## src/rtl/clkrst_pkg.sv

```systemverilog
// Shared types and sizing helpers for the PLL clock/reset sequencer.
// Holds the sequencer state encoding and the counter width calculation.
package clkrst_pkg;

    typedef enum logic [2:0] {
        WAIT_LOCK = 3'd0,
        FILTER    = 3'd1,
        HOLD      = 3'd2,
        RELEASE   = 3'd3,
        RUN       = 3'd4
    } seq_state_t;

    // One counter serves the filter, hold and stagger phases, so it must cover the longest one.
    function automatic int cnt_width(input int lock_filt, input int rst_hold,
                                     input int stagger, input int num_ch);
        int span;
        span = lock_filt;
        if (rst_hold > span) span = rst_hold;
        if (stagger * (num_ch - 1) + 1 > span) span = stagger * (num_ch - 1) + 1;
        return (span > 1) ? $clog2(span) : 1;
    endfunction

    localparam int CNT_W = cnt_width(16, 8, 4, 4);

endpackage

```

## src/rtl/clk_en_div.sv

```systemverilog
// Single-channel clock-enable divider: one ce pulse every ratio cycles while run is high.
// The ratio is latched at the start of each period so mid-period changes wait for the next one.
module clk_en_div #(
    parameter int DIV_W = 8
) (
    input  logic             refclk,
    input  logic             rst,
    input  logic             run,
    input  logic [DIV_W-1:0] ratio,
    output logic             ce
);

    logic [DIV_W-1:0] dcnt;
    logic [DIV_W-1:0] dr;
    logic             wrap;

    // Ratios of 0 and 1 both mean "every cycle"; the guard also keeps dr-1 from underflowing.
    assign wrap = (dr <= DIV_W'(1)) || (dcnt == dr - DIV_W'(1));
    assign ce   = run & wrap;

    always_ff @(posedge refclk or negedge rst) begin
        if (!rst) begin
            dcnt <= '0;
            dr   <= '0;
        end else if (!run || wrap) begin
            dcnt <= '0;
            dr   <= ratio;
        end else begin
            dcnt <= dcnt + DIV_W'(1);
        end
    end

endmodule

```

## src/rtl/pll_clk_rst_seq.sv

```systemverilog
// Qualifies PLL lock, releases per-channel resets in staggered order and drives
// per-channel clock enables on the single PLL output clock.
module pll_clk_rst_seq
    import clkrst_pkg::*;
#(
    parameter int NUM_CH    = 4,
    parameter int DIV_W     = 8,
    parameter int LOCK_FILT = 16,
    parameter int RST_HOLD  = 8,
    parameter int STAGGER   = 4
) (
    input  logic                    refclk,
    input  logic                    rst,
    input  logic                    pll_locked,
    input  logic [NUM_CH*DIV_W-1:0] div_ratio,
    input  logic                    lock_lost_clr,
    output logic [NUM_CH-1:0]       ce,
    output logic [NUM_CH-1:0]       ch_rst_n,
    output logic                    sys_ready,
    output logic                    lock_lost,
    output logic [2:0]              seq_state
);

    localparam int CW       = cnt_width(LOCK_FILT, RST_HOLD, STAGGER, NUM_CH);
    localparam int REL_LAST = STAGGER * (NUM_CH - 1);

    logic              lock_meta;
    logic              lock_s;
    seq_state_t        state;
    seq_state_t        state_nxt;
    logic [CW-1:0]     cnt;
    logic [CW-1:0]     cnt_nxt;
    logic [NUM_CH-1:0] rst_n_nxt;
    logic              ready_nxt;
    logic              lost_nxt;

    always_ff @(posedge refclk or negedge rst) begin
        if (!rst) begin
            lock_meta <= 1'b0;
            lock_s    <= 1'b0;
        end else begin
            lock_meta <= pll_locked;
            lock_s    <= lock_meta;
        end
    end

    always_ff @(posedge refclk or negedge rst) begin
        if (!rst) begin
            state     <= WAIT_LOCK;
            cnt       <= '0;
            ch_rst_n  <= '0;
            sys_ready <= 1'b0;
            lock_lost <= 1'b0;
        end else begin
            state     <= state_nxt;
            cnt       <= cnt_nxt;
            ch_rst_n  <= rst_n_nxt;
            sys_ready <= ready_nxt;
            lock_lost <= lost_nxt;
        end
    end

    // Loss of lock outranks every phase; released channels all drop together.
    always_comb begin
        state_nxt = state;
        cnt_nxt   = cnt;
        rst_n_nxt = ch_rst_n;
        ready_nxt = sys_ready;
        lost_nxt  = lock_lost_clr ? 1'b0 : lock_lost;

        if (!lock_s && state != WAIT_LOCK) begin
            state_nxt = WAIT_LOCK;
            cnt_nxt   = '0;
            rst_n_nxt = '0;
            ready_nxt = 1'b0;
            if (state == RUN) lost_nxt = 1'b1;
        end else begin
            case (state)
                WAIT_LOCK: begin
                    if (lock_s) begin
                        state_nxt = FILTER;
                        cnt_nxt   = '0;
                    end
                end
                FILTER: begin
                    if (cnt == CW'(LOCK_FILT - 1)) begin
                        state_nxt = HOLD;
                        cnt_nxt   = '0;
                    end else begin
                        cnt_nxt = cnt + CW'(1);
                    end
                end
                HOLD: begin
                    if (cnt == CW'(RST_HOLD - 1)) begin
                        cnt_nxt      = '0;
                        rst_n_nxt[0] = 1'b1;
                        if (NUM_CH == 1) begin
                            state_nxt = RUN;
                            ready_nxt = 1'b1;
                        end else begin
                            state_nxt = RELEASE;
                        end
                    end else begin
                        cnt_nxt = cnt + CW'(1);
                    end
                end
                RELEASE: begin
                    cnt_nxt = cnt + CW'(1);
                    for (int i = 1; i < NUM_CH; i++) begin
                        if (cnt_nxt == CW'(STAGGER * i)) rst_n_nxt[i] = 1'b1;
                    end
                    if (cnt_nxt == CW'(REL_LAST)) begin
                        state_nxt = RUN;
                        ready_nxt = 1'b1;
                    end
                end
                RUN: begin
                end
                default: begin
                    state_nxt = WAIT_LOCK;
                    cnt_nxt   = '0;
                    rst_n_nxt = '0;
                    ready_nxt = 1'b0;
                end
            endcase
        end
    end

    assign seq_state = state;

    for (genvar g = 0; g < NUM_CH; g++) begin : g_div
        clk_en_div #(
            .DIV_W (DIV_W)
        ) u_div (
            .refclk (refclk),
            .rst    (rst),
            .run    (ch_rst_n[g]),
            .ratio  (div_ratio[g*DIV_W +: DIV_W]),
            .ce     (ce[g])
        );
    end

endmodule

```

## config.mk

```make
export PLATFORM = sky130hd
export DESIGN_NAME = pll_clk_rst_seq
export DESIGN_NICKNAME = d
export VERILOG_FILES = /design/src/rtl/clkrst_pkg.sv /design/src/rtl/clk_en_div.sv /design/src/rtl/pll_clk_rst_seq.sv
export SDC_FILE = /design/constraint.sdc
export NUM_CORES = 1
export LEC_CHECK = 0
export BUFFER_PORTS_ARGS = -buffer_cell sky130_fd_sc_hd__buf_2
export CAP_MARGIN = 20
export CORE_MARGIN = 4
export CORE_UTILIZATION = 35
export CTS_CLUSTER_SIZE = 8
export DETAILED_ROUTE_END_ITERATION = 12
export SLEW_MARGIN = 25
export SYNTH_ARGS = -nofsm -noshare
export SYNTH_HDL_FRONTEND = slang
export SYNTH_SLANG_ARGS = --single-unit
```

## constraint.sdc

```tcl
create_clock -name refclk -period 5.22 [get_ports refclk]
set_clock_uncertainty 0.15 [all_clocks]
set_input_delay 0.261 -clock refclk [delete_from_list [all_inputs] [get_ports refclk]]
set_output_delay 0.261 -clock refclk [all_outputs]
set_load 0.03 [all_outputs]
```

==> flow_summary.ini, run 1 <==
[pwr]
ir_worst_vdd_uv = 113
p_per_area_nw_per_um2 = 267
intPower_mw = 1.10
p_clk_share_pct = 47.4
p_leak_nw = 2.39
pwr-share-seq_pct = 44.7
switching_power_uw = 335
comb_power_share_pct = 7.9
switching_share_pct = 23.3

[sta]
rsz0062_at_grt = false
post-route-min-period_ns = 3.02
final_max_slew_viol_count = 0
max_freq_mhz = 332
relSlewSlack_pct = 52.2
hold_viol = 0
whs_ns = 0.0210
setup_tns_ns = 0
tightest_slew_ns = 0.717
finalSetupViolCount = 0
period_share_pct = 57.8

[place]
io_buffers = 48
placedCellCount = 633
dp_hpwl_um = 6710
gp_routability_congestion = 0.844
dpl-instance-area_um2 = 4740

[clocking]
cts_hold_buf = 31
post_cts_buffers = 0
cts-buffers-inserted = 9
ctsResizeCount = 0
root_buffer = clkbuf_16
htree_levels = 3
clock-sinks = 78
cts_buffer_depth = 2
cts_tree = done
clk_pin_slew_ns = 0.06
clock_latency_ns = 0.34

[setup_path]
start_kind = flip-flop
critPathKind = flip-flop to primary output
cp_slowest_stage_delay_ns = 0.44
crit_path_end_kind = primary output
critPathBufInv = 1
cpLargestDelayFamily = simple AND/OR/NAND/NOR gates
worstPathCellList = or3_4, or4_4, a2111oi_4, a31oi_2, and2b_1, buf_2
path_max_fanout = 6
required_ns = 4.81
cp.arrival_ns = 2.61
cpMaxStageDelayCell = or4_4

[logic_synthesis]
synthesis.nets = 489
syn_avg_cell_area_um2 = 10.0
synthCells = 440
synthArstFlopShare_pct = 100
yosys.area_share.adder_pct = 3.68
synth_area_um2 = 4420
synthMuxAreaShare_pct = 2.49
ys_seq_area_share_pct = 44.2
synth_compound_area_share_pct = 13.4
synth_ff_type = dfrtp_1
synth.distinct_cells = 59
synthXorXnorAreaFrac_pct = 11.9
ys_warn_count = 0
synth-edff-count = 0
yosys.area_share.simple_pct = 20.0
yosys_register_bits = 78
synth_top_family_by_area = simple AND/OR/NAND/NOR gates

[run_status]
outcome = complete, no violations

[route]
viasPerCell = 5.13
num_vias = 3489
drc_errors = 0
drt-initial-drc-count = 217
first_pass_iters = 6
wl_per_cell_um = 14.3
wirelength_um = 9700
postRouteAntennaNets = 0

[global_route]
grt_max_degree = 79
grt-ovfl-total = 0
antenna_found_initial = 0
grt_pass1_wl_um = 17100
grtUsageTotal_pct = 14.5
grt_pass1_vias = 3579

[finish]
layout.nets = 556
fin_area_um2 = 5380
drive_gt1_share_pct = 17.0
syn_to_final_growth_pct = 21.6
final_cells = 680
fillers = 1200
antenna_cells = 0

[die]
die_area_um2 = 14500
io_pins = 49
chipWidth_um = 120
die_h_um = 120
initial_core_util_pct = 36.2
rows = 40
core_um2 = 12200

[run]
maxCapViolations = 0

[min_path]
hold_path.class = input pin to flip-flop
flip-flops by register name, summed over array words and instances, names as in the netlist:
register,count
ch_rst_n,4
cnt,4
g_div.u_div.dcnt,32
g_div.u_div.dr,32
lock_lost,1
lock_meta,1
lock_s,1
seq_state,3
cell usage after synthesis, types with 6 or more instances:
library cell | count | area [µm²]
a22o_1 | 20 | 175
and3_1 | 14 | 87.6
buf_4 | 9 | 67.6
clkbuf_1 | 11 | 41.3
dfrtp_1 | 78 | 1950
ha_1 | 13 | 163
inv_1 | 16 | 60.1
mux2_2 | 6 | 67.6
nand2_1 | 15 | 56.3
nand3_1 | 30 | 150
nor2_1 | 53 | 199
nor2b_1 | 7 | 43.8
nor3_1 | 8 | 40.0
o21ai_0 | 12 | 60.1
xnor2_1 | 26 | 228
xor2_1 | 34 | 298
logic make-up after synthesis:
kind of cell | count (synthesis)
AND/OR/NAND/NOR | 169
flip-flops | 78
AO/OA/AOI/OAI | 71
XOR/XNOR | 60
buffers and inverters | 39
adder cells (fa/ha/maj) | 13
multiplexers | 10
metrics by stage:
step / setup slack (ns) / power [mW] / util (%)
after floorplan: 2.70 / 0.707 / -
after global placement: 2.54 / 0.746 / 38.8
after detailed placement: 2.46 / 0.749 / 38.8
after CTS: 2.17 / 1.46 / 44.0
after global routing: 2.07 / 1.50 / 44.0
final: 2.20 / 1.44 / 44.0
routing by layer:
metal,wire (µm),track usage (%),part of all wire [%]
met1,4590,18.7,47
met2,4670,23.8,48
met3,256,2.48,2.6
met4,184,6.52,1.9
met5,0,0,0
path summary, 6_finish.rpt:
check / start / end / slack, ns / cells past startpoint
worst min register to register: lock_meta / lock_s / 0.20 / 0
min in group asynchronous: rst / g_div[1].u_div.dr[3] / 0.38 / 2
worst min-delay path: div_ratio[29] / g_div[3].u_div.dr[5] / 0.02 / 2
max in group asynchronous: rst / ch_rst_n[0] / 4.06 / 2
worst max register to register: g_div[2].u_div.dr[0] / g_div[2].u_div.dr[1] / 2.42 / 8
worst max-delay path: g_div[3].u_div.dr[2] / ce[3] / 2.20 / 6
power by group through the flow:
| stage | sequential (mW) | combinational [mW] | clock, mW |
|---|---|---|---|
| after global routing | 0.645 | 0.129 | 0.729 |
| after detailed placement | 0.653 | 0.0963 | 0 |
| after global placement | 0.652 | 0.0935 | 0 |
| after CTS | 0.642 | 0.115 | 0.701 |
| final | 0.642 | 0.114 | 0.680 |
| after floorplan | 0.646 | 0.0609 | 0 |
placed cells by master, fill, tap and decap left out, types with 13 or more instances in the layout:
cell type,netlist,layout
dfrtp_1,78,78
nor2_1,53,53
buf_2,2,47
xor2_1,34,34
dlygate4sd3_1,0,31
nand3_1,30,30
xnor2_1,26,26
a22o_1,20,20
inv_1,16,16
nand2_1,15,15
and3_1,14,14
ha_1,13,13
final cells by class:
| cell class | count | area [µm²] | share of cell area [%] |
|---|---|---|---|
| clock buffer | 9 | 225 | 4.19 |
| clock inverter | 7 | 97.6 | 1.82 |
| inverter | 16 | 60.1 | 1.12 |
| multi-input combinational | 323 | 2270 | 42.3 |
| sequential | 78 | 1950 | 36.3 |
| tap | 168 | 210 | 3.91 |
| timing repair buffer | 79 | 557 | 10.4 |
Note: power is estimated with default switching activity, not from simulation.
==> inputs of run 2 (changes only) <==
Clock period 5.22 ns to 2.5 ns, I/O delays scaled along.
==> flow_summary.ini, run 2 (synthesis results as in run 1) <==
[run_status]
outcome = finished with violations
violations = negative setup slack

[clocking]
clock_latency_ns = 0.34
root_buffer = clkbuf_16
cts-buffers-inserted = 9
htree_levels = 3
cts_buffer_depth = 2
cts_tree = done
clock-sinks = 78
clk_pin_slew_ns = 0.06

[setup_path]
start_kind = flip-flop
startpoint = g_div[3].u_div.dr[1]
path_max_fanout = 3
required_ns = 2.23
crit_path_end_kind = primary output
critPathKind = flip-flop to primary output
cp.arrival_ns = 2.40
r2r_start = g_div[3].u_div.dr[1]

[global_route]
antenna_found_initial = 0
grt_pass1_vias = 3530
grt_pass1_wl_um = 17100
grt_max_degree = 45
grt-ovfl-total = 0
grtUsageTotal_pct = 14.6

[route]
first_pass_iters = 4
wl_per_cell_um = 14.3
viasPerCell = 4.96
wirelength_um = 10200
drc_errors = 0
num_vias = 3542
drt-initial-drc-count = 190
postRouteAntennaNets = 0

[sta]
post-route-min-period_ns = 2.68
max_freq_mhz = 373
final_max_slew_viol_count = 0
relSlewSlack_pct = 59.8
setup_ws_ns = -0.178
rsz0062_at_grt = true
finalSetupViolCount = 19
setup_tns_ns = -1.33
tightest_slew_ns = 0.603
hold_viol = 0
period_share_pct = 107

[finish]
drive_gt1_share_pct = 24.7
multiInputGateArea_um2 = 2380
layout.nets = 590
final_cells = 714
syn_to_final_growth_pct = 30.8
final_common_cell = dfrtp_1
final-seq-area_um2 = 1960
antenna_cells = 0
most-common-layout-cells = dfrtp_1, nor2_1, buf_2
reg.largest.list = g_div.u_div.dcnt: 32 flops, g_div.u_div.dr: 32 flops
fillers = 1163

[die]
io_pins = 49
die_h_um = 120
rows = 40
chipWidth_um = 120
core_um2 = 12200
die_area_um2 = 14500
initial_core_util_pct = 36.2

[run]
maxCapViolations = 0

[place]
placedCellCount = 652
gp_routability_congestion = 0.912
dp_hpwl_um = 7000
io_buffers = 48

[pwr]
ir_worst_vdd_uv = 287
p_leak_nw = 2.58
p_per_area_nw_per_um2 = 490

[min_path]
hold_path.class = input pin to async pin
## run 2: repair_timing
item,CTS,global route
endpoints found under the hold margin,77,0
pin swaps,5,16
gates resized for setup,20,21
buffers inserted,7,4
endpoints found under the setup margin,8,42
hold buffers,35,0
gates cloned,0,1
## run 2: worst max-delay path: stages (launching register included)
cell and delay, ns:
dfrtp_1 0.40, or3_4 0.40, or4_4 0.43, a2111oi_4 0.35
a31oi_2 0.14, and2b_1 0.22, buf_6 0.13
## run 2: area by class of cell
class | count | share of cell area [%]
repair buffers | 113 | 15.6
clock buffers | 11 | 4.20
flip-flops and latches | 78 | 33.8
well taps | 168 | 3.63
clock inverters | 5 | 0.584
multi-input cells | 323 | 41.2
inverters | 16 | 1.04
## run 2: layer usage
metal  GRT usage, %  share of wire, %
met2           23.6                49
met1           19.2                47
met4           6.66               2.0
met5              0                 0
met3           2.43               2.1
## run 2: path summary, 6_finish.rpt
check	slack, ns	cells past startpoint	to
max	-0.18	6	ce[3]
min	0.19	2	g_div[1].u_div.dr[5]
max reg2reg	-0.17	8	g_div[3].u_div.dr[0]
min reg2reg	0.20	0	lock_s
max in group asynchronous	1.40	3	g_div[3].u_div.dr[0]
min in group refclk	0.20	0	lock_s
## run 2: where the power goes
part           total (mW)  switching (mW)  internal (mW)
clock network        1.21           0.509          0.699
logic               0.289           0.130          0.159
registers            1.34          0.0421           1.29
total                2.83           0.681           2.15
## run 2: per-stage QoR
stage	utilization, %	instance area [µm²]	power, mW	worst slack [ns]	hold slack (ns)
3_5_place_dp	40.1	4890	1.58	-0.00759	0.0238
6_report	47.4	5780	2.83	-0.178	0.189
5_1_grt	47.4	5780	2.97	-0.231	0.212
3_3_place_gp	40.1	4890	1.57	0.0539	0.0172
4_1_cts	46.1	5630	2.87	-0.189	0.202
2_1_floorplan	-	4420	1.48	0.0374	-0.321
